$ cat config.mk
export PLATFORM = sky130hd
export DESIGN_NAME = ws2811_serial_receiver
export DESIGN_NICKNAME = d
export VERILOG_FILES = /design/src/rtl/ws2811_serial_receiver_pkg.sv /design/src/rtl/ws2811_serial_receiver_pulse_meter.sv /design/src/rtl/ws2811_serial_receiver.sv
export SDC_FILE = /design/constraint.sdc
export NUM_CORES = 1
export LEC_CHECK = 0
export ABC_AREA = 1
export BUFFER_PORTS_ARGS = -buffer_cell sky130_fd_sc_hd__buf_2
export CAP_MARGIN = 20
export CORE_MARGIN = 1.5
export CORE_UTILIZATION = 60
export DETAILED_ROUTE_END_ITERATION = 8
export GPL_TIMING_DRIVEN = 0
export PLACE_DENSITY = 0.85
export SYNTH_ARGS = -nofsm -noshare
export SYNTH_HDL_FRONTEND = slang
export SYNTH_HIERARCHICAL = 1
export SYNTH_SLANG_ARGS = --single-unit
$ cat constraint.sdc
create_clock -name clock -period 4.65 [get_ports clock]
set_input_delay 0.6975 -clock clock [delete_from_list [all_inputs] [get_ports clock]]
set_output_delay 0.6975 -clock clock [all_outputs]
set_load 0.005 [all_outputs]
$ cat src/rtl/ws2811_serial_receiver_pkg.sv
// ---------------------------------------------------------------------------
// ws2811_serial_receiver_pkg
//   Shared definitions for the WS2811 serial receiver:
//   - FSM state encodings (the values appear directly on db_state)
//   - err_flags bit positions
//   - default timing constants for a 50 MHz clock
//   - saturating increment helpers for the pulse and pixel counters
// ---------------------------------------------------------------------------
package ws2811_serial_receiver_pkg;

    typedef enum logic [2:0] {
        ST_SYNC  = 3'd0,   // waiting for a full latch gap before decoding
        ST_ARMED = 3'd1,   // gap seen, waiting for the first rising edge
        ST_HIGH  = 3'd2,   // measuring a high pulse
        ST_LOW   = 3'd3    // measuring the low time after a bit
    } rx_state_e;

    // err_flags bit positions
    localparam int ERR_GLITCH = 0;
    localparam int ERR_STUCK  = 1;
    localparam int ERR_TRUNC  = 2;
    localparam int ERR_W      = 3;

    // Widths
    localparam int CNT_W  = 12;
    localparam int WORD_W = 24;
    localparam int LED_PORTS = 5;

    // Default timing at 50 MHz
    localparam int DEF_BIT_THRESH = 30;    // 0.6 us
    localparam int DEF_MIN_HIGH   = 8;
    localparam int DEF_MAX_HIGH   = 60;
    localparam int DEF_RESET_LOW  = 2500;  // 50 us
    localparam int DEF_MAX_LEDS   = 5;

    function automatic logic [CNT_W-1:0] sat_inc_cnt(input logic [CNT_W-1:0] v);
        return (v == {CNT_W{1'b1}}) ? v : v + 1'b1;
    endfunction

    function automatic logic [7:0] sat_inc8(input logic [7:0] v);
        return (v == 8'hFF) ? v : v + 8'd1;
    endfunction

endpackage

$ cat src/rtl/ws2811_serial_receiver_pulse_meter.sv
// ---------------------------------------------------------------------------
// ws2811_pulse_meter
//   Front end of the WS2811 receiver. Brings the asynchronous data line into
//   the clock domain, optionally cleans it, detects edges and measures how
//   long the line has been high or low.
//
//   Optional feature (macro WS2811_RX_GLITCH_FILTER_EN): a 3-sample majority
//   filter after the synchronizer removes single-cycle spikes and adds two
//   clocks of latency.
//
//   Ports:
//     clock     in   system clock
//     reset     in   asynchronous active-low reset
//     serial_in in   raw WS2811 data line (asynchronous)
//     rise      out  synchronized line went 0 -> 1 this cycle
//     fall      out  synchronized line went 1 -> 0 this cycle
//     high_cnt  out  consecutive high samples before this cycle (saturating)
//     low_cnt   out  consecutive low samples before this cycle (saturating)
// ---------------------------------------------------------------------------
module ws2811_pulse_meter
    import ws2811_serial_receiver_pkg::*;
(
    input  logic             clock,
    input  logic             reset,
    input  logic             serial_in,
    output logic             rise,
    output logic             fall,
    output logic [CNT_W-1:0] high_cnt,
    output logic [CNT_W-1:0] low_cnt
);

    logic sync1;
    logic sync2;
    logic line;
    logic line_prev;

    always_ff @(posedge clock or negedge reset) begin
        if (!reset) begin
            sync1 <= 1'b0;
            sync2 <= 1'b0;
        end else begin
            sync1 <= serial_in;
            sync2 <= sync1;
        end
    end

`ifdef WS2811_RX_GLITCH_FILTER_EN
    // Majority of the newest three synchronized samples, registered. A
    // transition needs two agreeing samples, so a 1-cycle spike never wins.
    logic hist1;
    logic hist2;

    always_ff @(posedge clock or negedge reset) begin
        if (!reset) begin
            hist1 <= 1'b0;
            hist2 <= 1'b0;
            line  <= 1'b0;
        end else begin
            hist1 <= sync2;
            hist2 <= hist1;
            line  <= (sync2 & hist1) | (sync2 & hist2) | (hist1 & hist2);
        end
    end
`else
    assign line = sync2;
`endif

    // A count reflects the samples before the current cycle, so on the
    // falling-edge cycle high_cnt equals the full width of the high pulse.
    always_ff @(posedge clock or negedge reset) begin
        if (!reset) begin
            line_prev <= 1'b0;
            high_cnt  <= '0;
            low_cnt   <= '0;
        end else begin
            line_prev <= line;
            high_cnt  <= line ? sat_inc_cnt(high_cnt) : '0;
            low_cnt   <= line ? '0 : sat_inc_cnt(low_cnt);
        end
    end

    assign rise = line & ~line_prev;
    assign fall = ~line & line_prev;

endmodule

$ cat src/rtl/ws2811_serial_receiver.sv
// ---------------------------------------------------------------------------
// ws2811_serial_receiver
//   Decodes a WS2811 NRZ pulse stream into 24-bit pixel words, stores the
//   first MAX_LEDS pixels of each frame and reports frame completion and
//   protocol errors.
//
//   Optional feature: WS2811_RX_GLITCH_FILTER_EN (see ws2811_pulse_meter).
//
//   Ports:
//     clock        in   system clock (50 MHz)
//     reset        in   asynchronous active-low reset
//     serial_in    in   WS2811 data line, asynchronous to clock
//     clear_err    in   one-cycle pulse, clears err_flags
//     pixel        out  last decoded pixel, bit 23 = first bit received
//     pixel_valid  out  one-cycle strobe when pixel updates
//     pixel_idx    out  index of pixel within frame, saturates at 255
//     led0..led4   out  pixels 0..4 of the current frame
//     led_count    out  pixels in the last completed frame, saturates at 255
//     frame_done   out  one-cycle strobe at end of a frame
//     err_flags    out  sticky [0] glitch, [1] stuck-high, [2] truncated word
//     db_state     out  current FSM state (rx_state_e encoding)
//
//   Strobe semantics: pixel_valid and frame_done are single-cycle pulses with
//   no ready/backpressure; pixel/pixel_idx are stable from the pixel_valid
//   cycle until the next pixel_valid, and led_count likewise after
//   frame_done. The consumer must sample on the strobe cycle.
// ---------------------------------------------------------------------------
module ws2811_serial_receiver
    import ws2811_serial_receiver_pkg::*;
#(
    parameter int BIT_THRESH = DEF_BIT_THRESH,
    parameter int MIN_HIGH   = DEF_MIN_HIGH,
    parameter int MAX_HIGH   = DEF_MAX_HIGH,
    parameter int RESET_LOW  = DEF_RESET_LOW,
    parameter int MAX_LEDS   = DEF_MAX_LEDS
) (
    input  logic              clock,
    input  logic              reset,
    input  logic              serial_in,
    input  logic              clear_err,
    output logic [WORD_W-1:0] pixel,
    output logic              pixel_valid,
    output logic [7:0]        pixel_idx,
    output logic [WORD_W-1:0] led0,
    output logic [WORD_W-1:0] led1,
    output logic [WORD_W-1:0] led2,
    output logic [WORD_W-1:0] led3,
    output logic [WORD_W-1:0] led4,
    output logic [7:0]        led_count,
    output logic              frame_done,
    output logic [ERR_W-1:0]  err_flags,
    output logic [2:0]        db_state
);

    localparam logic [CNT_W-1:0] BIT_THRESH_C = CNT_W'(BIT_THRESH);
    localparam logic [CNT_W-1:0] MIN_HIGH_C   = CNT_W'(MIN_HIGH);
    localparam logic [CNT_W-1:0] MAX_HIGH_C   = CNT_W'(MAX_HIGH);
    localparam logic [CNT_W-1:0] RESET_LOW_C  = CNT_W'(RESET_LOW);

    // -----------------------------------------------------------------
    // Pulse measurement front end
    // -----------------------------------------------------------------
    logic             rise;
    logic             fall;
    logic [CNT_W-1:0] high_cnt;
    logic [CNT_W-1:0] low_cnt;

    ws2811_pulse_meter u_meter (
        .clock     (clock),
        .reset     (reset),
        .serial_in (serial_in),
        .rise      (rise),
        .fall      (fall),
        .high_cnt  (high_cnt),
        .low_cnt   (low_cnt)
    );

    logic gap_seen;
    logic stuck;
    logic glitch;
    logic bit_val;

    assign gap_seen = (low_cnt >= RESET_LOW_C);
    assign stuck    = (high_cnt >= MAX_HIGH_C);
    assign glitch   = (high_cnt < MIN_HIGH_C);
    assign bit_val  = (high_cnt >= BIT_THRESH_C);

    // -----------------------------------------------------------------
    // FSM: state register
    // -----------------------------------------------------------------
    rx_state_e state_q;
    rx_state_e state_d;
    logic [4:0] bit_cnt;

    always_ff @(posedge clock or negedge reset) begin
        if (!reset) begin
            state_q <= ST_SYNC;
        end else begin
            state_q <= state_d;
        end
    end

    // -----------------------------------------------------------------
    // FSM: next state
    // -----------------------------------------------------------------
    // A rise on the exact cycle a gap completes starts the new frame at
    // once instead of being lost in ARMED.
    always_comb begin
        state_d = state_q;
        case (state_q)
            ST_SYNC: begin
                if (gap_seen) state_d = rise ? ST_HIGH : ST_ARMED;
            end
            ST_ARMED: begin
                if (rise) state_d = ST_HIGH;
            end
            ST_HIGH: begin
                if (stuck) begin
                    state_d = ST_SYNC;
                end else if (fall) begin
                    state_d = glitch ? ST_SYNC : ST_LOW;
                end
            end
            ST_LOW: begin
                if (gap_seen) begin
                    state_d = rise ? ST_HIGH : ST_ARMED;
                end else if (rise) begin
                    state_d = ST_HIGH;
                end
            end
            default: state_d = ST_SYNC;
        endcase
    end

    // -----------------------------------------------------------------
    // FSM: outputs (control strobes for the datapath)
    // -----------------------------------------------------------------
    logic             start_frame;
    logic             shift_en;
    logic             frame_end;
    logic [ERR_W-1:0] err_set;

    always_comb begin
        start_frame = 1'b0;
        shift_en    = 1'b0;
        frame_end   = 1'b0;
        err_set     = '0;
        case (state_q)
            ST_SYNC: begin
                // SYNC -> ARMED never reports a frame
                start_frame = gap_seen & rise;
            end
            ST_ARMED: begin
                start_frame = rise;
            end
            ST_HIGH: begin
                if (stuck) begin
                    err_set[ERR_STUCK] = 1'b1;
                end else if (fall) begin
                    if (glitch) err_set[ERR_GLITCH] = 1'b1;
                    else        shift_en            = 1'b1;
                end
            end
            ST_LOW: begin
                if (gap_seen) begin
                    frame_end   = 1'b1;
                    start_frame = rise;
                    if (bit_cnt != 5'd0) err_set[ERR_TRUNC] = 1'b1;
                end
            end
            default: ;
        endcase
    end

    assign db_state = state_q;

    // -----------------------------------------------------------------
    // Datapath: shift register, counters, pixel registers, flags
    // -----------------------------------------------------------------
    logic [WORD_W-2:0] shift_q;
    logic [WORD_W-1:0] word;
    logic [7:0]        pix_cnt;
    logic [WORD_W-1:0] led_q [LED_PORTS];

    // Previous 23 bits plus the bit being decoded this cycle
    assign word = {shift_q, bit_val};

    always_ff @(posedge clock or negedge reset) begin
        if (!reset) begin
            shift_q     <= '0;
            bit_cnt     <= '0;
            pix_cnt     <= '0;
            pixel       <= '0;
            pixel_valid <= 1'b0;
            pixel_idx   <= '0;
            led_count   <= '0;
            frame_done  <= 1'b0;
            for (int i = 0; i < LED_PORTS; i++) led_q[i] <= '0;
        end else begin
            pixel_valid <= 1'b0;
            frame_done  <= 1'b0;

            // A truncated word is discarded simply by restarting bit_cnt
            if (frame_end) begin
                frame_done <= 1'b1;
                led_count  <= pix_cnt;
                bit_cnt    <= '0;
            end

            if (start_frame) begin
                bit_cnt <= '0;
                pix_cnt <= '0;
            end

            if (shift_en) begin
                shift_q <= word[WORD_W-2:0];
                if (bit_cnt == 5'd23) begin
                    pixel       <= word;
                    pixel_valid <= 1'b1;
                    pixel_idx   <= pix_cnt;
                    for (int i = 0; i < LED_PORTS; i++) begin
                        if (i < MAX_LEDS && pix_cnt == 8'(i)) led_q[i] <= word;
                    end
                    pix_cnt <= sat_inc8(pix_cnt);
                    bit_cnt <= '0;
                end else begin
                    bit_cnt <= bit_cnt + 5'd1;
                end
            end
        end
    end

    // A new error in the same cycle as clear_err stays set
    always_ff @(posedge clock or negedge reset) begin
        if (!reset) begin
            err_flags <= '0;
        end else begin
            err_flags <= (clear_err ? '0 : err_flags) | err_set;
        end
    end

    assign led0 = led_q[0];
    assign led1 = led_q[1];
    assign led2 = led_q[2];
    assign led3 = led_q[3];
    assign led4 = led_q[4];

endmodule
==> impl_metrics.py, run 1 <==
metrics = {
    "outcome": {
        "status": "completed",
    },
    "clock_tree": {
        "numCtsBuffers": 23,
        "cts_sinks": 231,
        "post-cts-setup-buffers": 0,
        "clock_latency_ns": 0.53,
        "cts_tree": "done",
        "clkTransAtPathRegs_ns": 0.07,
        "cts_resized": 0,
        "cts_hold_buf": 0,
        "root_buffer": "clkbuf_16",
        "htreeDepth": 1,
        "ctsLongestPathBuffers": 3,
    },
    "detailed_routing": {
        "wl_um": 25300,
        "initialDrtViolationCount": 695,
        "wl_per_cell_um": 17.2,
        "ant_nets": 0,
        "via_per_inst": 5.65,
        "vias": 8341,
        "first_pass_iters": 6,
        "drcViolationCount": 0,
    },
    "worst_hold_path": {
        "hold_path.class": "input port to async pin",
    },
    "timing": {
        "rsz0062_at_grt": "false",
        "period_minus_slack_ns": 2.47,
        "fin_tns_setup_ns": 0,
        "slew_headroom": 0.525,
        "fin_worst_skew_ns": 0.0284,
        "finalCritPeriodShare": 0.532,
        "worst_pin_slew_ns": 0.707,
        "slew_viol_final": 0,
        "finalHoldViolations": 0,
        "fmax_mhz": 404,
        "setup_viol": 0,
    },
    "die": {
        "core_sq_um": 15400,
        "dieWidth_um": 129,
        "row_count": 45,
        "die_area_sq_um": 16700,
        "io_pins": 172,
        "die_h_um": 129,
        "initial_utilization": 0.621,
    },
    "worst_setup_path": {
        "critPathSlowestCell": "clkbuf_1",
        "r2r_setup_slack_ns": 2.18,
        "r2r-end": "led0[11]",
        "cp_max_fo": 10,
        "crit_chain": "buf_2, nor2_1, nand4_4, nor2_4, clkbuf_1, nand3_1, nand2_1",
        "r2r_start": "u_meter/line",
        "critPathRequiredTime_ns": 5.11,
        "worstSetupStartpointType": "flip-flop",
        "end_kind": "flip-flop",
        "worst_r2r_path_depth": 7,
        "cp.arrival_ns": 2.93,
        "setup.worst_path.class": "flip-flop to flip-flop",
        "slowest_delay_ns": 0.50,
    },
    "placement": {
        "io_buffers": 171,
        "gp_congestion": 0.836,
        "placed_cell_area_sq_um": 10700,
        "hpwl_um": 17300,
        "placedCellCount": 1433,
    },
    "layout": {
        "areaGrowthSynthToFinish_pct": 20.8,
        "nNetsFinal": 1259,
        "instances_no_fill": 1475,
        "diodes": 0,
        "fin_util": 0.749,
        "design_area_sq_um": 11500,
        "final_common_cell": "nand2_1",
        "mostFrequentLayoutCells": "312 x nand2_1, 231 x dfrtp_1, 182 x buf_2, 92 x o21ai_1, 90 x o21ai_0",
        "drive_gt1_frac": 0.203,
        "fillers": 1100,
    },
    "synthesis": {
        "ys_seq_area_frac": 0.606,
        "syn-instance-count": 1049,
        "syn-num-nets": 1061,
        "yosysWarnings": 6,
        "synth_area_sq_um": 9540,
        "ys_ff_latch": 231,
        "syn_avg_cell_area_sq_um": 9.09,
        "ys_types": 37,
    },
    "global_routing": {
        "grt_pass1_vias": 7917,
        "antenna_found_initial": 0,
        "grt_overflow": 0,
        "grt_max_degree": 116,
        "grt_usage": 0.312,
        "grt_pass1_wl_um": 40500,
    },
    "power_and_ir_drop": {
        "powerDensity_nw_per_um2": 350,
        "ir_worst_vdd_mv": 0.278,
        "leakage_uw": 0.00597,
        "power.total_uw": 4030,
    },
    "flow_run": {
        "max-cap-violations": 0,
    },
}
## layer usage
| layer | wire length (um) | up-vias | global-route usage |
|---|---|---|---|
| met2 | 12000 | 392 | 0.505 |
| met5 | 0 | - | 0 |
| li1 | - | 3806 | - |
| met3 | 1840 | 78 | 0.0545 |
| met4 | 1020 | 0 | 0.132 |
| met1 | 10400 | 4065 | 0.422 |
## stage by stage
step                worst slack (ns)  hold WS [ns]
floorplan                       2.70         0.331
global placement              -0.976         0.338
detailed placement              2.25         0.337
CTS                             2.21        0.0646
global route                    2.00        0.0801
finish                          2.18        0.0553
## layout make-up
class	count	area, sq um	area share
Sequential cell	231	5780	0.502
Clock buffer	32	659	0.0573
Timing Repair Buffer	173	921	0.0800
Inverter	85	319	0.0277
Multi-Input combinational cell	690	3230	0.280
Clock inverter	10	135	0.0117
Tap cell	211	264	0.0229
Buffer	43	210	0.0183
## flip-flops by register name, indices dropped and copies added, names as in the netlist, 8 cells and up
name	count
pixel_idx	8
led3	24
pixel	24
u_meter/high_cnt	12
led_count	8
led4	24
led2	24
pix_cnt	8
shift_q	23
led0	24
led1	24
u_meter/low_cnt	12
## worst max-delay path: cells and delay by family, from the launching register on
family	cells	cell delay (ns)
buf+inv	2	0.74
simple gates	5	1.23
flops	1	0.47
## Yosys cell counts (all sizes together)
cell type  instances  area, sq um
nand3             86          458
nor4               1         6.26
clkinv             2         7.51
conb               1         3.75
o22ai              2         12.5
xnor2              1         8.76
and3               1         6.26
a31oi              4         25.0
clkbuf            25         93.8
nand4             10         83.8
buf               18          116
o21ai            182          911
o32ai              1         8.76
nor2              56          282
dfrtp            231         5780
nand2            318         1210
nor3               7         35.0
o211ai             1         7.51
a21oi              4         20.0
inv               83          312
ha                 8          100
or2                4         25.0
xor2               3         26.3
## logic make-up (layout without fill, tap and decap cells)
family	Yosys count	after routing	share of synthesized area
XOR/XNOR	4	4	0.00367
adder cells (fa/ha/maj)	8	8	0.0105
other	1	1	0.000393
flip-flops	231	231	0.606
AND/OR/NAND/NOR	483	483	0.221
AO/OA/AOI/OAI	194	194	0.103
buffers and inverters	128	343	0.0555
## how the worst max path moves through the flow
stage / from / to / slack [ns] / depth (start not counted)
after CTS: u_meter/line / led4[9] / 2.21 / 9
after detailed placement: u_meter/line / led4[15] / 2.25 / 9
final: u_meter/line / led0[11] / 2.18 / 7
after global routing: u_meter/line / led0[10] / 2.00 / 7
after floorplan: u_meter/line / led4[13] / 2.70 / 9
after global placement: reset / led1[16] / -0.98 / 1
## power breakdown
group	total, uW	switching (uW)	leakage, uW	internal (uW)
logic	71.2	54.8	0.00237	16.4
clock network	1930	772	0.000391	1160
registers	2030	8.69	0.00321	2020
total	4030	835	0.00597	3190
No activity file was read; power rests on OpenSTA's default activity.
==> inputs of run 2 (changes only) <==
--- a/config.mk
+++ b/config.mk
@@ -5,14 +5,14 @@
 export SDC_FILE = /design/constraint.sdc
 export NUM_CORES = 1
 export LEC_CHECK = 0
-export ABC_AREA = 1
+export ABC_AREA = 0
 export BUFFER_PORTS_ARGS = -buffer_cell sky130_fd_sc_hd__buf_2
 export CAP_MARGIN = 20
 export CORE_MARGIN = 1.5
-export CORE_UTILIZATION = 60
+export CORE_UTILIZATION = 50
 export DETAILED_ROUTE_END_ITERATION = 8
 export GPL_TIMING_DRIVEN = 0
-export PLACE_DENSITY = 0.85
+export PLACE_DENSITY = 0.75
 export SYNTH_ARGS = -nofsm -noshare
 export SYNTH_HDL_FRONTEND = slang
 export SYNTH_HIERARCHICAL = 1
==> constraint.sdc (replaced) <==
create_clock -name clock -period 1.98 [get_ports clock]
set_input_delay 0.297 -clock clock [delete_from_list [all_inputs] [get_ports clock]]
set_output_delay 0.297 -clock clock [all_outputs]
set_load 0.005 [all_outputs]
==> impl_metrics.py, run 2 <==
metrics = {
    "outcome": {
        "status": "complete, but fails checks",
        "violations": "negative setup slack",
    },
    "die": {
        "io_pins": 172,
        "dieWidth_um": 143,
        "row_count": 50,
        "core_sq_um": 19000,
        "initial_utilization": 0.516,
        "die_area_sq_um": 20400,
        "die_h_um": 143,
    },
    "clock_tree": {
        "root_buffer": "clkbuf_16",
        "ctsLongestPathBuffers": 3,
        "htreeDepth": 1,
        "numCtsBuffers": 25,
        "cts_sinks": 231,
        "clkTransAtPathRegs_ns": 0.06,
        "clock_latency_ns": 0.51,
        "cts_tree": "done",
    },
    "detailed_routing": {
        "vias": 6338,
        "first_pass_iters": 4,
        "initialDrtViolationCount": 308,
        "via_per_inst": 5.37,
        "ant_nets": 0,
        "drcViolationCount": 0,
        "wl_um": 22000,
        "wl_per_cell_um": 18.6,
    },
    "placement": {
        "dpl_worst_slack_ns": -0.844,
        "gp_congestion": 0.813,
        "io_buffers": 171,
        "hpwl_um": 14300,
    },
    "global_routing": {
        "grt_overflow": 0,
        "grt_pass1_vias": 6263,
        "grt_usage": 0.216,
        "antenna_found_initial": 0,
        "grt_max_degree": 95,
        "grt_pass1_wl_um": 34400,
    },
    "worst_hold_path": {
        "hp-start": "clear_err",
        "min_path_cells": 3,
        "min_to": "err_flags[2]",
        "hold_path.class": "input port to flip-flop",
    },
    "layout": {
        "mostFrequentLayoutCells": "219 x dfrtp_1, 170 x buf_2, 102 x mux2_2, 73 x mux2_4, 31 x buf_4",
        "nNetsFinal": 915,
        "areaGrowthSynthToFinish_pct": 27.8,
        "drive_gt1_frac": 0.541,
        "diodes": 0,
        "final_common_cell": "dfrtp_1",
    },
    "worst_setup_path": {
        "r2r_start": "pix_cnt[2]",
        "critPathSlowestCell": "dfrtp_2",
        "critPathRequiredTime_ns": 2.36,
        "setup.worst_path.class": "flip-flop to flip-flop",
        "worstSetupStartpointType": "flip-flop",
        "cp_max_fo": 10,
        "startpoint": "pix_cnt[2]",
        "end_kind": "flip-flop",
        "r2r-end": "led3[15]",
        "cp.arrival_ns": 2.47,
        "crit_chain": "or3_4, nor4_4, buf_6, nand4_4, buf_8, mux2_4",
        "r2r_setup_slack_ns": -0.10,
        "slowest_delay_ns": 0.40,
        "worst_r2r_path_depth": 6,
    },
    "synthesis": {
        "synth_top_cell_by_area": "dfrtp_1",
        "synth_area_sq_um": 9770,
        "ys_types": 60,
        "syn-instance-count": 667,
        "syn_avg_cell_area_sq_um": 14.7,
        "synth.most_common_cell": "dfrtp_1",
        "ys_top_cells_by_count": "231 x dfrtp_1, 103 x mux2_2, 72 x mux2_4, 30 x nor2_1, 23 x nand2_1",
        "netlist.area_leader.share": 0.592,
        "ys_ff_latch": 231,
        "ys_seq_area_frac": 0.592,
        "synth-async-reset-ratio": 1.00,
        "syn-num-nets": 679,
        "yosysWarnings": 6,
        "synth_edf_count": 0,
        "synth_ff_type": "dfrtp_1",
        "ys_top_cells_by_area": "dfrtp_1 59%, mux2_2 12%, mux2_4 11%, buf_6 1.2%, nor2_1 1.2%",
    },
    "timing": {
        "worst_pin_slew_ns": 0.588,
        "slew_viol_final": 0,
        "period_minus_slack_ns": 2.08,
        "fin_ws_ns": -0.104,
        "setup_viol": 96,
        "slew_headroom": 0.605,
        "fin_worst_skew_ns": 0.0125,
        "fin_tns_setup_ns": -5.67,
        "rsz0062_at_grt": "true",
        "finalCritPeriodShare": 1.05,
        "fmax_mhz": 480,
        "finalHoldViolations": 0,
    },
    "flow_run": {
        "max-cap-violations": 0,
    },
    "power_and_ir_drop": {
        "ir_worst_vdd_mv": 0.454,
        "leakage_uw": 0.00678,
        "powerDensity_nw_per_um2": 768,
    },
}
[run 2: how the worst max path moves through the flow]
stage / endpoint
detailed placement: led4[22]
CTS: led3[6]
global placement: led0[10]
finish: led3[15]
floorplan: led0[10]
global route: led3[6]
[run 2: metal layers]
metal,vias to the layer above,share of wire,GRT usage,routed length (um)
li1,2906,-,-,-
met1,3223,0.45,0.299,9820
met2,173,0.48,0.351,10600
met3,36,0.048,0.0352,1050
met4,0,0.023,0.0629,503
met5,-,0,0,0
[run 2: critical path: cells and delay by family, from the launching register on]
kind,cells,cell delay [ns]
buf+inv,2,0.40
flops,1,0.40
mux,1,0.30
simple gates,3,0.85
[run 2: stage by stage]
stage	utilization	std cells	hold WS (ns)	total power (uW)	instance area, sq um
after global placement	0.580	1098	0.332	4980	11000
after detailed placement	0.583	1100	0.244	5000	11100
after global routing	0.659	1181	0.124	9900	12500
after CTS	0.650	1175	0.118	9690	12300
after floorplan	-	667	0.00141	4880	9810
final	0.659	1181	0.136	9590	12500
[run 2: power by group]
part	switching, uW	internal (uW)	leakage, uW
logic	128	41.0	0.00317
clock network	1800	2880	0.000413
registers	14.9	4740	0.00319
[run 2: final cells by class]
cell class              instances  area, sq um
inverters                      12         53.8
well taps                     260          325
clock buffers                  39          758
fillers                      1424         6470
plain buffers                  24          309
clock inverters                 6         82.6
repair buffers                212         1270
flip-flops and latches        231         5800
multi-input cells             397         3890
[run 2: logic make-up after synthesis]
kind of cell / count (synthesis) / share of synthesized area
flops: 231 / 0.592
xor+xnor: 3 / 0.00269
buf+inv: 39 / 0.0236
simple gates: 134 / 0.0886
other cells: 1 / 0.000384
compound gates: 70 / 0.0475
mux: 181 / 0.235
fa+ha+maj: 8 / 0.0102
[run 2: what timing repair did]
| item | CTS | global route |
|---|---|---|
| buffers inserted | 31 | 6 |
| gates cloned | 0 | 0 |
| gates resized for setup | 53 | 35 |
| hold buffers | 2 | 0 |
| hold endpoints to repair | 56 | 0 |
| pin swaps | 11 | 6 |
| endpoints found under the setup margin | 194 | 184 |
